### config.mk
export PLATFORM = sky130hd
export DESIGN_NAME = rtc_timekeeper
export DESIGN_NICKNAME = d
export VERILOG_FILES = /design/src/rtl/rtc_pkg.sv /design/src/rtl/rtc_timekeeper_counter.sv /design/src/rtl/rtc_timekeeper.sv
export SDC_FILE = /design/constraint.sdc
export NUM_CORES = 1
export LEC_CHECK = 0
export ABC_CLOCK_PERIOD_IN_PS = 3210
export CORE_MARGIN = 10
export CORE_UTILIZATION = 53
export DETAILED_ROUTE_END_ITERATION = 8
export PLACE_DENSITY_LB_ADDON = 0.1
export SETUP_SLACK_MARGIN = 0.02
export SYNTH_ARGS = -nofsm -noshare
export SYNTH_HDL_FRONTEND = slang
export SYNTH_SLANG_ARGS = --single-unit
### constraint.sdc
create_clock -name clk -period 3.21 [get_ports clk]
set_clock_uncertainty 0.15 [all_clocks]
set_input_delay 0.642 -clock clk [delete_from_list [all_inputs] [get_ports clk]]
set_output_delay 0.642 -clock clk [all_outputs]
set_load 0.01 [all_outputs]
### src/rtl/rtc_pkg.sv
// Shared constants, field width and set_sel encodings for the RTC timekeeper.
package rtc_pkg;

   localparam int FIELD_W = 7;

   localparam logic [FIELD_W-1:0] SEC_MAX  = 7'd59;
   localparam logic [FIELD_W-1:0] MIN_MAX  = 7'd59;
   localparam logic [FIELD_W-1:0] HOUR_MAX = 7'd23;

   typedef enum logic [1:0] {
      SEL_SEC  = 2'd0,
      SEL_MIN  = 2'd1,
      SEL_HOUR = 2'd2,
      SEL_NONE = 2'd3
   } set_sel_e;

   // Compare against the maximum before incrementing so a field never leaves its range.
   function automatic logic [FIELD_W-1:0] wrap_inc(input logic [FIELD_W-1:0] v,
                                                   input logic [FIELD_W-1:0] max_v);
      logic [FIELD_W-1:0] r;
      if (v >= max_v) begin
         r = {FIELD_W{1'b0}};
      end else begin
         r = v + 7'd1;
      end
      return r;
   endfunction

endpackage

### src/rtl/rtc_timekeeper_counter.sv
// mod_counter: one time field, counting 0..MAX; carry_i reports wrap, inc_i never does.
module mod_counter
   import rtc_pkg::*;
#(
   parameter logic [FIELD_W-1:0] MAX = SEC_MAX
) (
   input  logic               clk,
   input  logic               rst_n,
   input  logic               inc_i,
   input  logic               carry_i,
   output logic [FIELD_W-1:0] value_o,
   output logic [FIELD_W-1:0] value_nxt_o,
   output logic               wrap_o
);

   logic [FIELD_W-1:0] value_q;
   logic [FIELD_W-1:0] value_d;

   // Next value and carry-out for this field.
   always_comb begin
      value_d = value_q;
      wrap_o  = 1'b0;
      if (inc_i || carry_i) begin
         value_d = wrap_inc(value_q, MAX);
         wrap_o  = carry_i && (value_q == MAX);
      end else begin
         value_d = value_q;
         wrap_o  = 1'b0;
      end
   end

   // Field register.
   always_ff @(posedge clk or negedge rst_n) begin
      if (!rst_n) begin
         value_q <= {FIELD_W{1'b0}};
      end else begin
         value_q <= value_d;
      end
   end

   assign value_o     = value_q;
   assign value_nxt_o = value_d;

endmodule

### src/rtl/rtc_timekeeper.sv
// RTC core: 1 Hz prescaler, hh:mm:ss chain and SET-mode adjustment.
// Optional alarm compare is built only when RTC_ALARM_EN is defined.
module rtc_timekeeper
   import rtc_pkg::*;
#(
   parameter int CLK_HZ = 50_000_000
) (
   input  logic               clk,
   input  logic               rst_n,
   input  logic               set_mode,
   input  logic [1:0]         set_sel,
   input  logic               set_inc,
   input  logic [FIELD_W-1:0] alarm_hour,
   input  logic [FIELD_W-1:0] alarm_min,
   input  logic               alarm_arm,
   output logic [FIELD_W-1:0] hour,
   output logic [FIELD_W-1:0] min,
   output logic [FIELD_W-1:0] sec,
   output logic               tick,
   output logic               day_wrap,
   output logic               alarm
);

   localparam int DIV_W = (CLK_HZ > 1) ? $clog2(CLK_HZ) : 1;
   localparam logic [DIV_W-1:0] DIV_MAX = DIV_W'(CLK_HZ - 1);

   localparam logic [0:0] ST_RUN = 1'b0;
   localparam logic [0:0] ST_SET = 1'b1;

   logic [0:0]       state_q, state_d;
   logic [DIV_W-1:0] div_q, div_d;
   logic             tick_q, day_wrap_q, alarm_q;
   logic             tick_s, alarm_d;
   logic             inc_sec_s, inc_min_s, inc_hour_s;
   logic             sec_wrap_s, min_wrap_s, hour_wrap_s;
   logic [FIELD_W-1:0] sec_nxt_s, min_nxt_s, hour_nxt_s;

   assign state_d = set_mode ? ST_SET : ST_RUN;
   assign tick_s  = (state_q == ST_RUN) && (div_q == DIV_MAX);

   // Prescaler: held at zero in SET so a partial second is discarded.
   always_comb begin
      div_d = div_q;
      if ((state_q == ST_SET) || tick_s) begin
         div_d = {DIV_W{1'b0}};
      end else begin
         div_d = div_q + DIV_W'(1);
      end
   end

   // Manual increment steering; only honoured while the registered state is SET.
   always_comb begin
      inc_sec_s  = 1'b0;
      inc_min_s  = 1'b0;
      inc_hour_s = 1'b0;
      if ((state_q == ST_SET) && set_inc) begin
         case (set_sel_e'(set_sel))
            SEL_SEC:  inc_sec_s  = 1'b1;
            SEL_MIN:  inc_min_s  = 1'b1;
            SEL_HOUR: inc_hour_s = 1'b1;
            SEL_NONE: inc_sec_s  = 1'b0;
            default:  inc_sec_s  = 1'b0;
         endcase
      end else begin
         inc_sec_s = 1'b0;
      end
   end

   mod_counter #(.MAX(SEC_MAX)) u_sec (
      .clk         (clk),
      .rst_n       (rst_n),
      .inc_i       (inc_sec_s),
      .carry_i     (tick_s),
      .value_o     (sec),
      .value_nxt_o (sec_nxt_s),
      .wrap_o      (sec_wrap_s)
   );

   mod_counter #(.MAX(MIN_MAX)) u_min (
      .clk         (clk),
      .rst_n       (rst_n),
      .inc_i       (inc_min_s),
      .carry_i     (sec_wrap_s),
      .value_o     (min),
      .value_nxt_o (min_nxt_s),
      .wrap_o      (min_wrap_s)
   );

   mod_counter #(.MAX(HOUR_MAX)) u_hour (
      .clk         (clk),
      .rst_n       (rst_n),
      .inc_i       (inc_hour_s),
      .carry_i     (min_wrap_s),
      .value_o     (hour),
      .value_nxt_o (hour_nxt_s),
      .wrap_o      (hour_wrap_s)
   );

`ifdef RTC_ALARM_EN
   // A carry out of seconds means the new time has sec == 0 and came from a RUN tick.
   assign alarm_d = alarm_arm && sec_wrap_s &&
                    (min_nxt_s == alarm_min) && (hour_nxt_s == alarm_hour);
   logic unused_s;
   assign unused_s = &{1'b0, sec_nxt_s};
`else
   assign alarm_d = 1'b0;
   logic unused_s;
   assign unused_s = &{1'b0, alarm_hour, alarm_min, alarm_arm,
                       sec_nxt_s, min_nxt_s, hour_nxt_s};
`endif

   // State, prescaler and registered event pulses.
   always_ff @(posedge clk or negedge rst_n) begin
      if (!rst_n) begin
         state_q    <= ST_RUN;
         div_q      <= {DIV_W{1'b0}};
         tick_q     <= 1'b0;
         day_wrap_q <= 1'b0;
         alarm_q    <= 1'b0;
      end else begin
         state_q    <= state_d;
         div_q      <= div_d;
         tick_q     <= tick_s;
         day_wrap_q <= hour_wrap_s;
         alarm_q    <= alarm_d;
      end
   end

   assign tick     = tick_q;
   assign day_wrap = day_wrap_q;
   assign alarm    = alarm_q;

endmodule

Yosys cells after proc, flatten, opt, wreduce, memory -nomap -nowiden
Index checks and enable logic that the tools add are counted.

storage, ports and cells
  register bits after elaboration = 50
  latch bits = 0
  memory bits (writable) = 0
  bits in read-only memories = 0
  input port bits = 21
  output and inout bits = 24
  word-level logic and storage cells = 45
  memories kept = 0

cells by class
  add/sub/neg operators = 4
  multipliers = 0
  divide/modulo/power cells = 0
  magnitude comparators = 3
  equal/unequal tests = 6
  shift-type cells = 0
  muxes and demuxes = 14
  bitwise gates (word level) = 1
  reduce and logical (&&, ||, !) cells = 10

operator list
  cell                   count
  $add 26x1->26 const B  1
  $eq 26x26->1 const B   1
  $mux 26                1
  $add 7x1->7 const B    3
  $mux 7                 3
  $eq 7x6->1 const B     2
  $ge 7x6->1 const B     2
  $mux 1                 10
  $eq 7x5->1 const B     1
  $ge 7x5->1 const B     1
  $logic_and 1x1->1      5
  $logic_or 1x1->1       4
  $eq 2x1->1 const B     1
  $eq 2x2->1 const B     1
  $logic_not 2->1        1
  $not 1->1              1

Longest topological paths before layout
Gate-level depths: netlist of run 1.

  depth after elaboration = 9
  depth in mapped cells = 8
  gate-level depth less buffers = 6

Cells and area by module
A second synthesis of run 1 with hierarchy kept.

second synthesis, totals
  cells, all modules = 271
  area total of the unflattened synthesis = 2680.1 µm²

by module, submodules not included
  module                   times used  cells an instance  area an instance (µm²)  sequential area each (µm²)
  rtc_timekeeper           1           154                1480.2                  725.7
  mod_counter (u_min ...)  2           37                 401.6                   175.2
  mod_counter (u_hour)     1           43                 396.6                   175.2

Worst setup path before layout of run 1
No wires, ideal clock.

  path type = reg-to-reg
  start point = reg div_q[0]
  end point = reg u_sec.value_q[3] (netlist: u_sec.value_o[3])
  library setup time = 0.132 ns
  arrival time = 2.006 ns
  required time = 2.928 ns
  slack = 0.922 ns
  cell stages (with the launch flop) = 9
  path buffers = 2
  period minus slack after synthesis = 2.288 ns
  path through = dfrtp_1 -> ha_1 -> nand2_1 -> or4_1 -> buf_2 -> o31a_1 -> buf_2 -> o21ai_0 -> o41ai_2

between the ends
  cells in the longest elaborated chain, start to end = 3

ends and longest elaborated chain
  element                 line                          text
  start, declared         rtc_timekeeper.sv:31          logic [DIV_W-1:0] div_q, div_d;
  start signal, assigned  rtc_timekeeper.sv:116         div_q <= {DIV_W{1'b0}};
  start signal, assigned  rtc_timekeeper.sv:122         div_q <= div_d;
  $eq 26x26->1            rtc_timekeeper.sv:39          assign tick_s = (state_q == ST_RUN) && (div_q == DIV_MAX);
  $logic_and 1x1->1       rtc_timekeeper.sv:39
  $logic_or 1x1->1        rtc_timekeeper_counter.sv:23  if (inc_i || carry_i) begin
  end signal, assigned    rtc_timekeeper_counter.sv:35  value_q <= {FIELD_W{1'b0}};
  end signal, assigned    rtc_timekeeper_counter.sv:37  value_q <= value_d;
  end, declared           rtc_timekeeper_counter.sv:16  logic [FIELD_W-1:0] value_q;

Every way passes these cells.
A chain may end at the register's enable or synchronous reset.

Worst setup path in the final report of run 1
  start point = reg div_q[0]
  end point = reg u_sec.value_q[4] (netlist: u_sec.value_o[4])

The elaborated chain is that of the path after synthesis.

==> impl_metrics.yaml, run 1 <==
routing:
  first_pass_iters: 4
  vias: 1985
  ant_nets: 0
  drc: 0
  wl_per_cell_um: 14.5
  drt_iter0_drc: 130
  via_per_inst: 5.51
  drt_wl_total_mm: 5.23
worst_setup_path:
  reg2reg_depth: 6
  worst_setup_path_end_kind: "flip-flop"
  crit_buf_inv: 0
  cp_cell_sequence: "ha_1 > nand2_1 > or4_1 > o31a_1 > nand2b_1 > o31ai_1"
  r2r_start: "div_q[0]$_DFF_PN0_"
  arrival_ns: 2.64
  worstSetupPathType: "reg -> reg"
  startpoint_type: "flip-flop"
  r2r_slack_ns: 0.62
  r2r-end: "u_sec.value_o[4]$_DFFE_PN0P_"
  worstSetupStartpoint: "div_q[0]$_DFF_PN0_"
  cp-endpoint: "u_sec.value_o[4]$_DFFE_PN0P_"
  required_ns: 3.26
  max_stage_delay_ns: 0.68
  cp_slowest_cell: "or4_1"
  worstPathMaxFanout: 11
  cp.depth: 6
  critPathTopFamily: "simple AND/OR/NAND/NOR gates"
cts:
  cts_tree: "built"
  clk_latency_ns: 0.30
  max-clock-path-buffers: 2
  clock-sinks: 50
  hold_buffers: 0
  cts_root_buf: "clkbuf_8"
  cts_buffers: 5
  postCtsSetupBuffers: 0
  ctsResizeCount: 0
  htreeDepth: 2
  clk_pin_slew_ns: 0.09
power:
  intPower_mw: 1.05
  p_sw_mw: 0.469
  p_sw_share_pct: 30.9
  seq_power_share_pct: 51.8
  powerDensity_nw_per_um2: 505
  ir_drop_v: 0.000279
  combinationalPowerShare_pct: 24.6
  p_total_mw: 1.52
  p_leak_nw: 1.27
  power_frac_clock_pct: 23.7
logic_synthesis:
  yosys.area_share.xor_xnor_pct: 7.44
  avgSynthCellArea_um2: 9.74
  synth.distinct_cells: 54
  synthFlopType: "dfrtp_1"
  async_reset_ff_share_pct: 100
  ys_seq_area_share_pct: 48.3
  syn_inst: 266
  synth.net_count: 291
  synth_edf_count: 0
  synth_warnings: 0
  synth_top_family_by_area: "simple AND/OR/NAND/NOR gates"
  synthAdderAreaFrac_pct: 1.93
  synth-simple-area-share_pct: 26.6
  syn_area_um2: 2590
  ys_seq_elements: 50
  synth_compound_area_share_pct: 10.9
  synthMuxAreaShare_pct: 1.26
flow_run:
  maxCapViolations: 0
die:
  dieArea_um2: 8090
  core-area_um2: 4720
  start_util_pct: 54.9
  die_w_um: 89.9
  die_height_um: 89.9
  rows: 25
  num_io_pins: 45
timing:
  finalHoldViolCount: 0
  maxSlewViolCount: 0
  fmax_ghz: 0.386
  period_share_pct: 80.8
  rsz0062_at_grt: "no"
  slew_headroom_pct: 64.2
  finalCriticalPeriod_ns: 2.59
  worst_pin_slew_ns: 0.534
  final-setup-viol-count: 0
  finalSetupTns_ns: 0
hold_path:
  worstHoldPathType: "in -> async"
placed_design:
  portBuffers: 28
  gp_congestion: 0.855
  dpl.hpwl_mm: 3.80
run_status:
  status: "complete, no violations"
finish:
  n_antenna_cell: 0
  drive_above_1_share_pct: 7.51
  nFillCells: 406
  nNetsFinal: 317
  syn_to_final_growth_pct: 16.0
grt:
  grt_pass1_wl_mm: 9.60
  antenna_found_initial: 0
  track_usage_pct: 13.7
  overflow: 0
  grt_pass1_vias: 1963
  grt_max_degree: 34
[synth_stat cells, types with 4 or more instances]
cell type  count  area share, %
inv_1         10            1.4
nand2_1       14            2.0
nor2b_1        4           0.97
dfrtp_1       50             48
xnor2_1       13            4.4
nand4_1       10            2.4
nor2_1        34            4.9
and3_1         6            1.4
ha_1           4            1.9
clkbuf_1       7            1.0
nand3_1       16            3.1
xor2_1         9            3.0
and2_1         4           0.97
nor3_1         8            1.5
a21oi_1        4           0.77
o21ai_0       12            2.3
nor4_1         6            1.4
[worst register-to-register path, stage by stage (launching register included)]
cell and delay, ns:
dfrtp_1 0.41, ha_1 0.25, nand2_1 0.10, or4_1 0.68, o31a_1 0.44, nand2b_1 0.23
o31ai_1 0.23
[stage by stage]
stage	hold slack, ns	worst slack, ns	instances	utilization, %	instance area [µm²]
floorplan	0.196	0.922	266	-	2590
global placement	0.346	0.715	352	61.8	2920
detailed placement	0.348	0.663	352	61.8	2920
CTS	0.104	0.601	360	63.7	3010
global route	0.122	0.393	360	63.7	3010
finish	0.101	0.617	360	63.7	3010
[area by class of cell]
class | instances | area, µm² | share of cell area (%)
well taps | 67 | 83.8 | 2.79
repair buffers | 31 | 298 | 9.90
flip-flops and latches | 50 | 1250 | 41.6
clock buffers | 6 | 72.6 | 2.41
clock inverters | 2 | 13.8 | 0.458
multi-input cells | 194 | 1250 | 41.6
inverters | 10 | 37.5 | 1.25
[power groups by stage]
stage	clock network (mW)	registers [mW]	logic, mW
CTS	0.375	0.786	0.379
global placement	0	0.795	0.372
finish	0.359	0.786	0.373
global route	0.404	0.804	0.422
floorplan	0	0.806	0.178
detailed placement	0	0.797	0.378
[registers in the layout, indices dropped and copies added, names as in the netlist]
name and flops:
div_q 26, u_hour.value_o 7, u_min.value_o 7, u_sec.value_o 7
day_wrap 1, state_q 1, tick 1
[layout by cell type, fill, tap and decap left out, drive strengths merged, types with 3 or more instances in the layout]
cell type      synthesis  routed
nand2                 14      14
o22ai                  3       3
nor4                   7       7
xnor2                 13      13
nand4                 10      10
buf                    5       4
nand2b                 3       3
inv                   10      10
a21oi                  4       4
clkdlybuf4s50          0      27
and3                   6       6
o21ai                 13      13
dfrtp                 50      50
clkbuf                 7       6
nor2b                  4       4
or3                    3       3
nand3                 16      16
and2                   4       4
nor2                  35      35
nor3                   9       9
xor2                   9       9
ha                     4       4
[metal layers]
layer / track usage [%] / wire (µm) / vias up
li1: - / - / 999
met1: 18.8 / 2600 / 946
met2: 20.8 / 2340 / 37
met3: 3.99 / 269 / 3
met4: 3.18 / 22 / 0
met5: 0 / 0 / -
[cells by family after synthesis]
kind of cell / after synthesis
buf+inv: 22
simple gates: 125
mux: 3
xor+xnor: 22
fa+ha+maj: 4
other cells: 1
compound gates: 39
flops: 50
[worst min path at each step]
stage | endpoint | slack, ns | cells past startpoint
2_1_floorplan | day_wrap$_DFF_PN0_ | 0.20 | 0
3_3_place_gp | u_hour.value_o[5]$_DFFE_PN0P_ | 0.35 | 1
3_5_place_dp | u_hour.value_o[5]$_DFFE_PN0P_ | 0.35 | 1
4_1_cts | div_q[8]$_DFF_PN0_ | 0.10 | 1
5_1_grt | div_q[17]$_DFF_PN0_ | 0.12 | 1
6_report | div_q[17]$_DFF_PN0_ | 0.10 | 1
Note: power is estimated with default switching activity, not from simulation.
==> run 2, diff against run 1 <==
--- a/config.mk
+++ b/config.mk
@@ -5,7 +5,7 @@
 export SDC_FILE = /design/constraint.sdc
 export NUM_CORES = 1
 export LEC_CHECK = 0
-export ABC_CLOCK_PERIOD_IN_PS = 3210
+export ABC_CLOCK_PERIOD_IN_PS = 2600
 export CORE_MARGIN = 10
 export CORE_UTILIZATION = 53
 export DETAILED_ROUTE_END_ITERATION = 8
==> constraint.sdc (replaced) <==
create_clock -name clk -period 2.6 [get_ports clk]
set_clock_uncertainty 0.15 [all_clocks]
set_input_delay 0.52 -clock clk [delete_from_list [all_inputs] [get_ports clk]]
set_output_delay 0.52 -clock clk [all_outputs]
set_load 0.01 [all_outputs]
==> impl_metrics.yaml, run 2 (same netlist as run 1, synthesis figures left out) <==
finish:
  syn_to_final_growth_pct: 18.4
  nNetsFinal: 321
  n_antenna_cell: 0
  final_util_pct: 65.0
  largest_reg_flops: 26
  largest-register: "div_q"
  nFillCells: 402
  drive_above_1_share_pct: 9.46
  mostFrequentLayoutCells: "dfrtp_1 (50), nor2_1 (34), clkdlybuf4s50_1 (27), nand3_1 (16), nand2_1 (14)"
  final_common_cell: "dfrtp_1"
  final_area_um2: 3070
worst_setup_path:
  r2r-end: "u_sec.value_o[4]$_DFFE_PN0P_"
  worst_setup_path_end_kind: "flip-flop"
  r2r_slack_ns: 0.21
  worstSetupPathType: "reg -> reg"
  cp_cell_sequence: "ha_1 > nand2_1 > or4_4 > o31a_2 > nand2b_1 > o31ai_1"
  required_ns: 2.65
  cp_slowest_cell: "or4_4"
  worstPathMaxFanout: 11
  arrival_ns: 2.44
  r2r_start: "div_q[1]$_DFF_PN0_"
  startpoint_type: "flip-flop"
  crit_buf_inv: 0
  reg2reg_depth: 6
  critPathTopFamily: "simple AND/OR/NAND/NOR gates"
  max_stage_delay_ns: 0.58
cts:
  clock-sinks: 50
  postCtsSetupBuffers: 0
  max-clock-path-buffers: 2
  cts_buffers: 5
  cts_root_buf: "clkbuf_8"
  ctsResizeCount: 0
  htreeDepth: 2
  hold_buffers: 0
  clk_latency_ns: 0.30
  clk_pin_slew_ns: 0.09
  cts_tree: "built"
placed_design:
  dpl.hpwl_mm: 3.68
  placed_area_um2: 2950
  gp_congestion: 0.825
  portBuffers: 28
routing:
  via_per_inst: 5.50
  vias: 1995
  drt_iter0_drc: 80
  drc: 0
  first_pass_iters: 4
  wl_per_cell_um: 14.2
  ant_nets: 0
  drt_wl_total_mm: 5.15
hold_path:
  worstHoldPathType: "in -> async"
grt:
  antenna_found_initial: 0
  overflow: 0
  grt_pass1_wl_mm: 8.98
  grt_max_degree: 51
  track_usage_pct: 13.0
  grt_pass1_vias: 1866
timing:
  slew_headroom_pct: 58.0
  rsz0062_at_grt: "no"
  maxSlewViolCount: 0
  worst_pin_slew_ns: 0.631
  finalCriticalPeriod_ns: 2.39
  finalSetupTns_ns: 0
  fmax_ghz: 0.419
  finalHoldViolCount: 0
  hold_ws_ns: 0.159
  final-setup-viol-count: 0
  period_share_pct: 91.9
die:
  start_util_pct: 54.9
  dieArea_um2: 8090
  rows: 25
  num_io_pins: 45
  die_w_um: 89.9
  die_height_um: 89.9
  core-area_um2: 4720
run_status:
  status: "complete, no violations"
power:
  ir_drop_v: 0.000411
  powerDensity_nw_per_um2: 646
  p_leak_nw: 1.31
flow_run:
  maxCapViolations: 0
run 2: final cells by class:
cell class | instances | area, µm² | share of cell area (%)
flip-flops and latches | 50 | 1250 | 40.8
repair buffers | 35 | 328 | 10.7
multi-input cells | 194 | 1250 | 40.9
inverters | 10 | 37.5 | 1.22
clock buffers | 6 | 82.6 | 2.69
well taps | 67 | 83.8 | 2.73
clock inverters | 1 | 30.0 | 0.979
run 2: through the flow:
step	cells	worst slack, ns	power (mW)
final	363	0.211	1.98
after global routing	363	0.0395	2.11
after CTS	363	0.0624	2.01
after detailed placement	356	0.0757	1.45
after global placement	356	0.153	1.44
after floorplan	266	0.312	1.22
run 2: power breakdown:
| part | switching [mW] | leakage, nW | internal, mW |
|---|---|---|---|
| combinational | 0.213 | 0.578 | 0.252 |
| sequential | 0.111 | 0.670 | 0.854 |
| clock | 0.244 | 0.0573 | 0.308 |
run 2: how the worst max path moves through the flow:
stage	slack, ns	cells after the start	from	to
5_1_grt	0.04	6	div_q[1]$_DFF_PN0_	u_sec.value_o[4]$_DFFE_PN0P_
2_1_floorplan	0.31	8	div_q[0]$_DFF_PN0_	u_sec.value_o[3]$_DFFE_PN0P_
6_report	0.21	6	div_q[1]$_DFF_PN0_	u_sec.value_o[4]$_DFFE_PN0P_
3_3_place_gp	0.15	6	div_q[1]$_DFF_PN0_	u_sec.value_o[4]$_DFFE_PN0P_
3_5_place_dp	0.08	6	div_q[1]$_DFF_PN0_	u_sec.value_o[4]$_DFFE_PN0P_
4_1_cts	0.06	6	div_q[1]$_DFF_PN0_	u_sec.value_o[4]$_DFFE_PN0P_
run 2: worst register-to-register path, cell delays in order, from the launching register on:
cell and delay (ns):
dfrtp_1 0.40, ha_1 0.24, nand2_1 0.11, or4_4 0.58, o31a_2 0.40, nand2b_1 0.20
o31ai_1 0.20
run 2: layer usage:
metal / routed length, µm / GRT usage [%]
met1: 2510 / 16.8
met3: 283 / 4.16
met5: 0 / 0
met4: 60 / 4.11
met2: 2290 / 20.2
